===== config.mk =====
export PLATFORM = sky130hd
export DESIGN_NAME = regfile_read_arbiter
export DESIGN_NICKNAME = d
export VERILOG_FILES = /design/src/rtl/regfile_pkg.sv /design/src/rtl/regfile_read_arbiter_rr_arbiter.sv /design/src/rtl/regfile_read_arbiter.sv
export SDC_FILE = /design/constraint.sdc
export NUM_CORES = 1
export LEC_CHECK = 0
export BUFFER_PORTS_ARGS = -buffer_cell sky130_fd_sc_hd__buf_2
export CAP_MARGIN = 30
export CORE_MARGIN = 3
export CORE_UTILIZATION = 43
export CTS_CLUSTER_SIZE = 28
export DETAILED_ROUTE_END_ITERATION = 8
export PLACE_DENSITY = 0.84
export SYNTH_ARGS = -nofsm -noshare
export SYNTH_HDL_FRONTEND = slang
export SYNTH_SLANG_ARGS = --single-unit
export TNS_END_PERCENT = 5

===== constraint.sdc =====
create_clock -name clk -period 3.1 [get_ports clk]
set_clock_uncertainty 0.1 [all_clocks]
set_input_delay 0.155 -clock clk [delete_from_list [all_inputs] [get_ports clk]]
set_output_delay 0.155 -clock clk [all_outputs]
set_load 0.02 [all_outputs]

===== src/rtl/regfile_pkg.sv =====
// Shared register-file read path definitions: widths, register count and the
// read-arbiter FSM encoding, used by the shared read mux and its arbiter.
package regfile_pkg;

  localparam int SIZE       = 32;
  localparam int NUM_REG    = 32;
  localparam int REG_ADDR_W = 5;

  typedef logic [1:0] state_t;

  localparam state_t IDLE  = 2'b00;
  localparam state_t DRIVE = 2'b01;
  localparam state_t RESP  = 2'b10;

  // Round-robin successor of a winning requester index among n requesters.
  function automatic int unsigned rr_next(input int unsigned winner, input int unsigned n);
    return (winner + 32'd1) % n;
  endfunction

endpackage


===== src/rtl/regfile_read_arbiter_rr_arbiter.sv =====
// Purely combinational round-robin selector: scans the request vector starting
// at ptr and returns a one-hot grant for the first active request found.
module rr_arbiter #(
  parameter int NUM_REQ = 4,
  parameter int PTR_W   = 2
) (
  input  logic [NUM_REQ-1:0] req,
  input  logic [PTR_W-1:0]   ptr,
  output logic [NUM_REQ-1:0] grant
);

  // First-hit scan in rotated order; later hits are masked once one is taken.
  always_comb begin
    logic             taken;
    logic [PTR_W-1:0] idx;
    grant = '0;
    taken = 1'b0;
    idx   = '0;
    for (int off = 0; off < NUM_REQ; off++) begin
      idx        = PTR_W'((int'(ptr) + off) % NUM_REQ);
      grant[idx] = req[idx] & ~taken;
      taken      = taken | req[idx];
    end
  end

endmodule


===== src/rtl/regfile_read_arbiter.sv =====
// Arbitrates NUM_REQ requesters onto the shared register read mux: grant in IDLE,
// drive the mux for one cycle, then return the captured value with a one-cycle strobe.
module regfile_read_arbiter
  import regfile_pkg::*;
#(
  parameter int SIZE       = regfile_pkg::SIZE,
  parameter int NUM_REQ    = 4,
  parameter int REG_ADDR_W = regfile_pkg::REG_ADDR_W
) (
  input  logic                          clk,
  input  logic                          rst_n,
  input  logic [NUM_REQ-1:0]            req_valid,
  input  logic [NUM_REQ*REG_ADDR_W-1:0] req_addr,
  output logic [NUM_REQ-1:0]            req_ready,
  output logic [REG_ADDR_W-1:0]         rd_select,
  output logic                          rd_enable,
  input  logic [SIZE-1:0]               rd_data,
  output logic [NUM_REQ-1:0]            rsp_valid,
  output logic [SIZE-1:0]               rsp_data,
  output logic                          busy
);

  localparam int PTR_W = (NUM_REQ > 1) ? $clog2(NUM_REQ) : 1;
  localparam logic [NUM_REQ-1:0] ONE_REQ = {{(NUM_REQ-1){1'b0}}, 1'b1};

  state_t                  state_r;
  logic [PTR_W-1:0]        rr_ptr_r;
  logic [PTR_W-1:0]        winner_r;
  logic [REG_ADDR_W-1:0]   rd_select_r;
  logic                    rd_enable_r;
  logic [NUM_REQ-1:0]      rsp_valid_r;
  logic [SIZE-1:0]         rsp_data_r;
  logic                    busy_r;

  logic [NUM_REQ-1:0]      grant_s;
  logic [NUM_REQ-1:0]      req_ready_s;
  logic [PTR_W-1:0]        win_idx_s;
  logic [REG_ADDR_W-1:0]   win_addr_s;
  logic [NUM_REQ-1:0]      winner_onehot_s;
  logic                    hs_s;

  rr_arbiter #(
    .NUM_REQ (NUM_REQ),
    .PTR_W   (PTR_W)
  ) u_rr_arbiter (
    .req   (req_valid),
    .ptr   (rr_ptr_r),
    .grant (grant_s)
  );

  // Grant only in IDLE and never while reset is held; the winner's address is
  // picked from the packed bus only for use on the handshake edge.
  always_comb begin
    req_ready_s = '0;
    win_idx_s   = '0;
    win_addr_s  = '0;
    if ((state_r == IDLE) && rst_n) begin
      req_ready_s = grant_s;
    end else begin
      req_ready_s = '0;
    end
    for (int i = 0; i < NUM_REQ; i++) begin
      win_idx_s  = win_idx_s | (grant_s[i] ? PTR_W'(i) : {PTR_W{1'b0}});
      win_addr_s = win_addr_s |
                   (grant_s[i] ? req_addr[i*REG_ADDR_W +: REG_ADDR_W] : {REG_ADDR_W{1'b0}});
    end
  end

  assign hs_s            = |(req_valid & req_ready_s);
  assign winner_onehot_s = ONE_REQ << winner_r;

  // Read-sequencing FSM with registered mux controls and response capture.
  always_ff @(posedge clk or negedge rst_n) begin
    if (!rst_n) begin
      state_r     <= IDLE;
      rr_ptr_r    <= '0;
      winner_r    <= '0;
      rd_select_r <= '0;
      rd_enable_r <= 1'b0;
      rsp_valid_r <= '0;
      rsp_data_r  <= '0;
      busy_r      <= 1'b0;
    end else begin
      case (state_r)
        IDLE: begin
          rsp_valid_r <= '0;
          if (hs_s) begin
            winner_r    <= win_idx_s;
            rd_select_r <= win_addr_s;
            rd_enable_r <= 1'b1;
            rr_ptr_r    <= PTR_W'(rr_next(32'(win_idx_s), 32'(NUM_REQ)));
            busy_r      <= 1'b1;
            state_r     <= DRIVE;
          end else begin
            rd_enable_r <= 1'b0;
            busy_r      <= 1'b0;
            state_r     <= IDLE;
          end
        end
        DRIVE: begin
          rsp_data_r  <= rd_data;
          rsp_valid_r <= winner_onehot_s;
          rd_enable_r <= 1'b0;
          busy_r      <= 1'b1;
          state_r     <= RESP;
        end
        RESP: begin
          // Enable stays low here so consecutive grants always see a turnaround cycle.
          rsp_valid_r <= '0;
          rd_enable_r <= 1'b0;
          busy_r      <= 1'b0;
          state_r     <= IDLE;
        end
        default: begin
          rsp_valid_r <= '0;
          rd_enable_r <= 1'b0;
          busy_r      <= 1'b0;
          state_r     <= IDLE;
        end
      endcase
    end
  end

  assign req_ready = req_ready_s;
  assign rd_select = rd_select_r;
  assign rd_enable = rd_enable_r;
  assign rsp_valid = rsp_valid_r;
  assign rsp_data  = rsp_data_r;
  assign busy      = busy_r;

endmodule


==> summary.txt <==
Class of the most critical setup path = reg2reg
Number of global-route vias before repair = 2065
Depth of the CTS H-tree = 2
Area growth, synth to finish = 48.1%
Arrival time of data at the critical path endpoint = 3.21 ns
Count of pins on the block boundary = 105
Final TNS setup = -0.0518 ns
Static leakage = 0.00170 uW
Proportion of synthesized flip-flops having asynchronous set or reset = 100%
Vias/cell = 5.18
Via count = 2020
Source-to-sink clock delay at the later pin of the worst-skew pair = 0.29 ns
FP Rows = 26
Sequential area share after synthesis = 51.4%
Largest net degree at the start of global routing = 50
Number of synthesis warnings = 0
Most used flip-flop cell after synthesis = dfrtp_1
Initial antenna violation count = 0
Fin nets = 384
Number of sinks driven by the clock tree = 49
Overall routed net length = 6180 um
Final-report setup violation count = 4
# DRC = 0
Least setup slack across all paths after layout = -0.0304 ns
Antenna fix cells = 0
Antenna-violating nets left = 0
Crit end category = flip-flop
RSZ-0062 raised after global routing = yes
X dimension of the die = 80.5 um
Run status = finished, violations left
Min Tclk post-route = 3.13 ns
Summed instance area of the synthesized netlist = 2390 sq um
Max Buffers Root-to-Sink = 2
Fin crit share = 101%
Hold Slack = 0.118 ns
Total die area = 6480 sq um
Post-layout power = 3980 uW
Tightest Pin Transition = 0.974 ns
Clock root buffer = clkbuf_8
Total congestion overflow after global routing = 0
Num CTS Buffers = 5
Final max-slew violation count = 0
Global-route wire length before repair = 9580 um
Total count of hold-check failures in the final report = 0
Vertical die dimension = 80.5 um
TritonCTS clock tree = done
Mapped Nets = 236
Worst setup slack before clock tree synthesis = -0.0398 ns
Number of register bits inferred by synthesis = 49
Initial core utilization = 45.6%
End-of-flow core utilization = 67.5%
Number of buffers inserted by port buffering = 104
Number of instances in the synthesized netlist = 171
Slew Limit Headroom = 35.0%
Largest vdd supply drop = 625 uV
R2R setup slack = -0.03 ns
Drt first pass iters = 4
WL per Instance = 15.8 um
DRT iter0 DRCs = 51
Required @ worst endpoint = 3.18 ns
Critical path startpoint category = flip-flop
Type of the most critical hold path = in2reg
Core footprint = 5240 sq um
Number of synthesized flops with an enable pin = 0
Power density cells = 1120 nW/um^2
Violations in the final reports = setup timing
Syn avg cell area = 14.0 sq um
Clock-pin slew of the registers on the worst-case setup and hold paths = 0.08 ns
HPWL after detailed placement = 4190 um
Weighted congestion at the end of routability-driven global placement = 0.988
Unique masters post-synth = 42
Highest clock rate = 319 MHz
Maximum fanout encountered on the critical timing path = 11
Number of max-cap violations = 0
Fraction of final layout cells with drive strength greater than 1 = 55.9%
Total routing usage reported by global routing = 19.3%
[area by class of cell]
type	instances	area, sq um
Clock buffer	7	86.3
Tap cell	70	87.6
Timing Repair Buffer	149	960
Inverter	4	15.0
Clock inverter	1	30.0
Fill cell	390	1700
Sequential cell	49	1230
Multi-Input combinational cell	110	1130
[where the power goes]
group          total [uW]  switching, uW  internal [uW]  leakage [uW]
sequential           1110            163            944      0.000592
combinational        2410           1240           1170       0.00105
clock                 458            195            263     0.0000585
total                3980           1600           2380       0.00170
[synthesized netlist by cell type (2+ instances only)]
master,count,area [sq um]
clkbuf_1,4,15.0
and3_1,2,12.5
and2_1,2,12.5
nand3b_1,2,15.0
dfrtp_1,49,1230
nand3_1,2,10.0
a32o_1,5,50.1
ha_1,7,87.6
a221o_1,5,50.1
a22oi_1,2,15.0
mux4_2,4,90.1
mux2_2,33,372
buf_6,2,22.5
nor2_1,4,15.0
mux2_4,7,105
a211oi_1,2,15.0
inv_1,4,15.0
nand2_1,3,11.3
nor2b_1,9,56.3
[final timing paths]
path                             startpoint      endpoint  cells after the start
worst min-delay path            req_addr[0]  rd_select[0]                      3
worst max-delay path            rr_ptr_r[1]  rd_select[0]                      8
worst min register to register  winner_r[0]  rsp_valid[0]                      1
min in group asynchronous             rst_n  rd_select[1]                      3
worst max register to register  rr_ptr_r[1]  rd_select[0]                      8
max in group asynchronous             rst_n  rsp_data[16]                      3
[placed cells by master (no fill, tap or decap), types with 2 or more instances in the layout]
cell type and count:
mux4_2 4, inv_1 3, and3_1 2, dlygate4sd3_1 33, buf_4 11, nand3b_1 2, nor2b_1 8, nand3_1 2
dfrtp_1 49, a22oi_2 2, a221o_1 5, and2_4 2, buf_2 103, nor2_1 4, mux2_2 33, ha_1 6
nand2_1 3, mux2_4 7, a211oi_1 2, a32o_1 5, clkbuf_8 6
[per-stage QoR]
stage                     std cells  cell area, sq um
after floorplan                 171              2390
after global placement          346              3040
after detailed placement        346              3040
after CTS                       388              3490
after global routing            390              3530
final                           390              3530
[state kept, by name, indices dropped and copies added, names as in the netlist]
register	cells
rsp_data	32
rsp_valid	4
rd_enable	1
rd_select	5
busy	1
winner_r	2
rr_ptr_r	2
state_r	2
[logic make-up (layout without fill, tap and decap cells)]
group           after synthesis  count (layout)  synth area share (%)
flops                        49              49                  51.4
simple gates                 32              32                  8.18
mux                          45              45                  24.2
fa+ha+maj                     7               7                  3.67
buf+inv                      12             161                  2.67
compound gates               26              26                  9.96
[worst max-delay path, stage by stage (launching register included)]
cell and delay (ns):
dfrtp_1 0.39, buf_4 0.13, mux4_2 0.58, or4b_4 0.59, a222oi_1 0.34, a32oi_1 0.16, a31oi_2 0.22, buf_12 0.18
mux2_2 0.33
[timing repair]
action	in CTS	in global routing
hold buffers	31	2
gates resized for setup	3	6
buffers inserted	3	0
endpoints found under the setup margin	11	12
hold endpoints to repair	79	2
[metal layers]
metal  track usage (%)  vias up  wire length, um
li1                  -      940                -
met1              22.2      984             2480
met2              35.3       84             3270
met3              3.14       12              312
met4              8.28        0              121
met5                 0        -                0
Power figures use the tool's default switching activity.
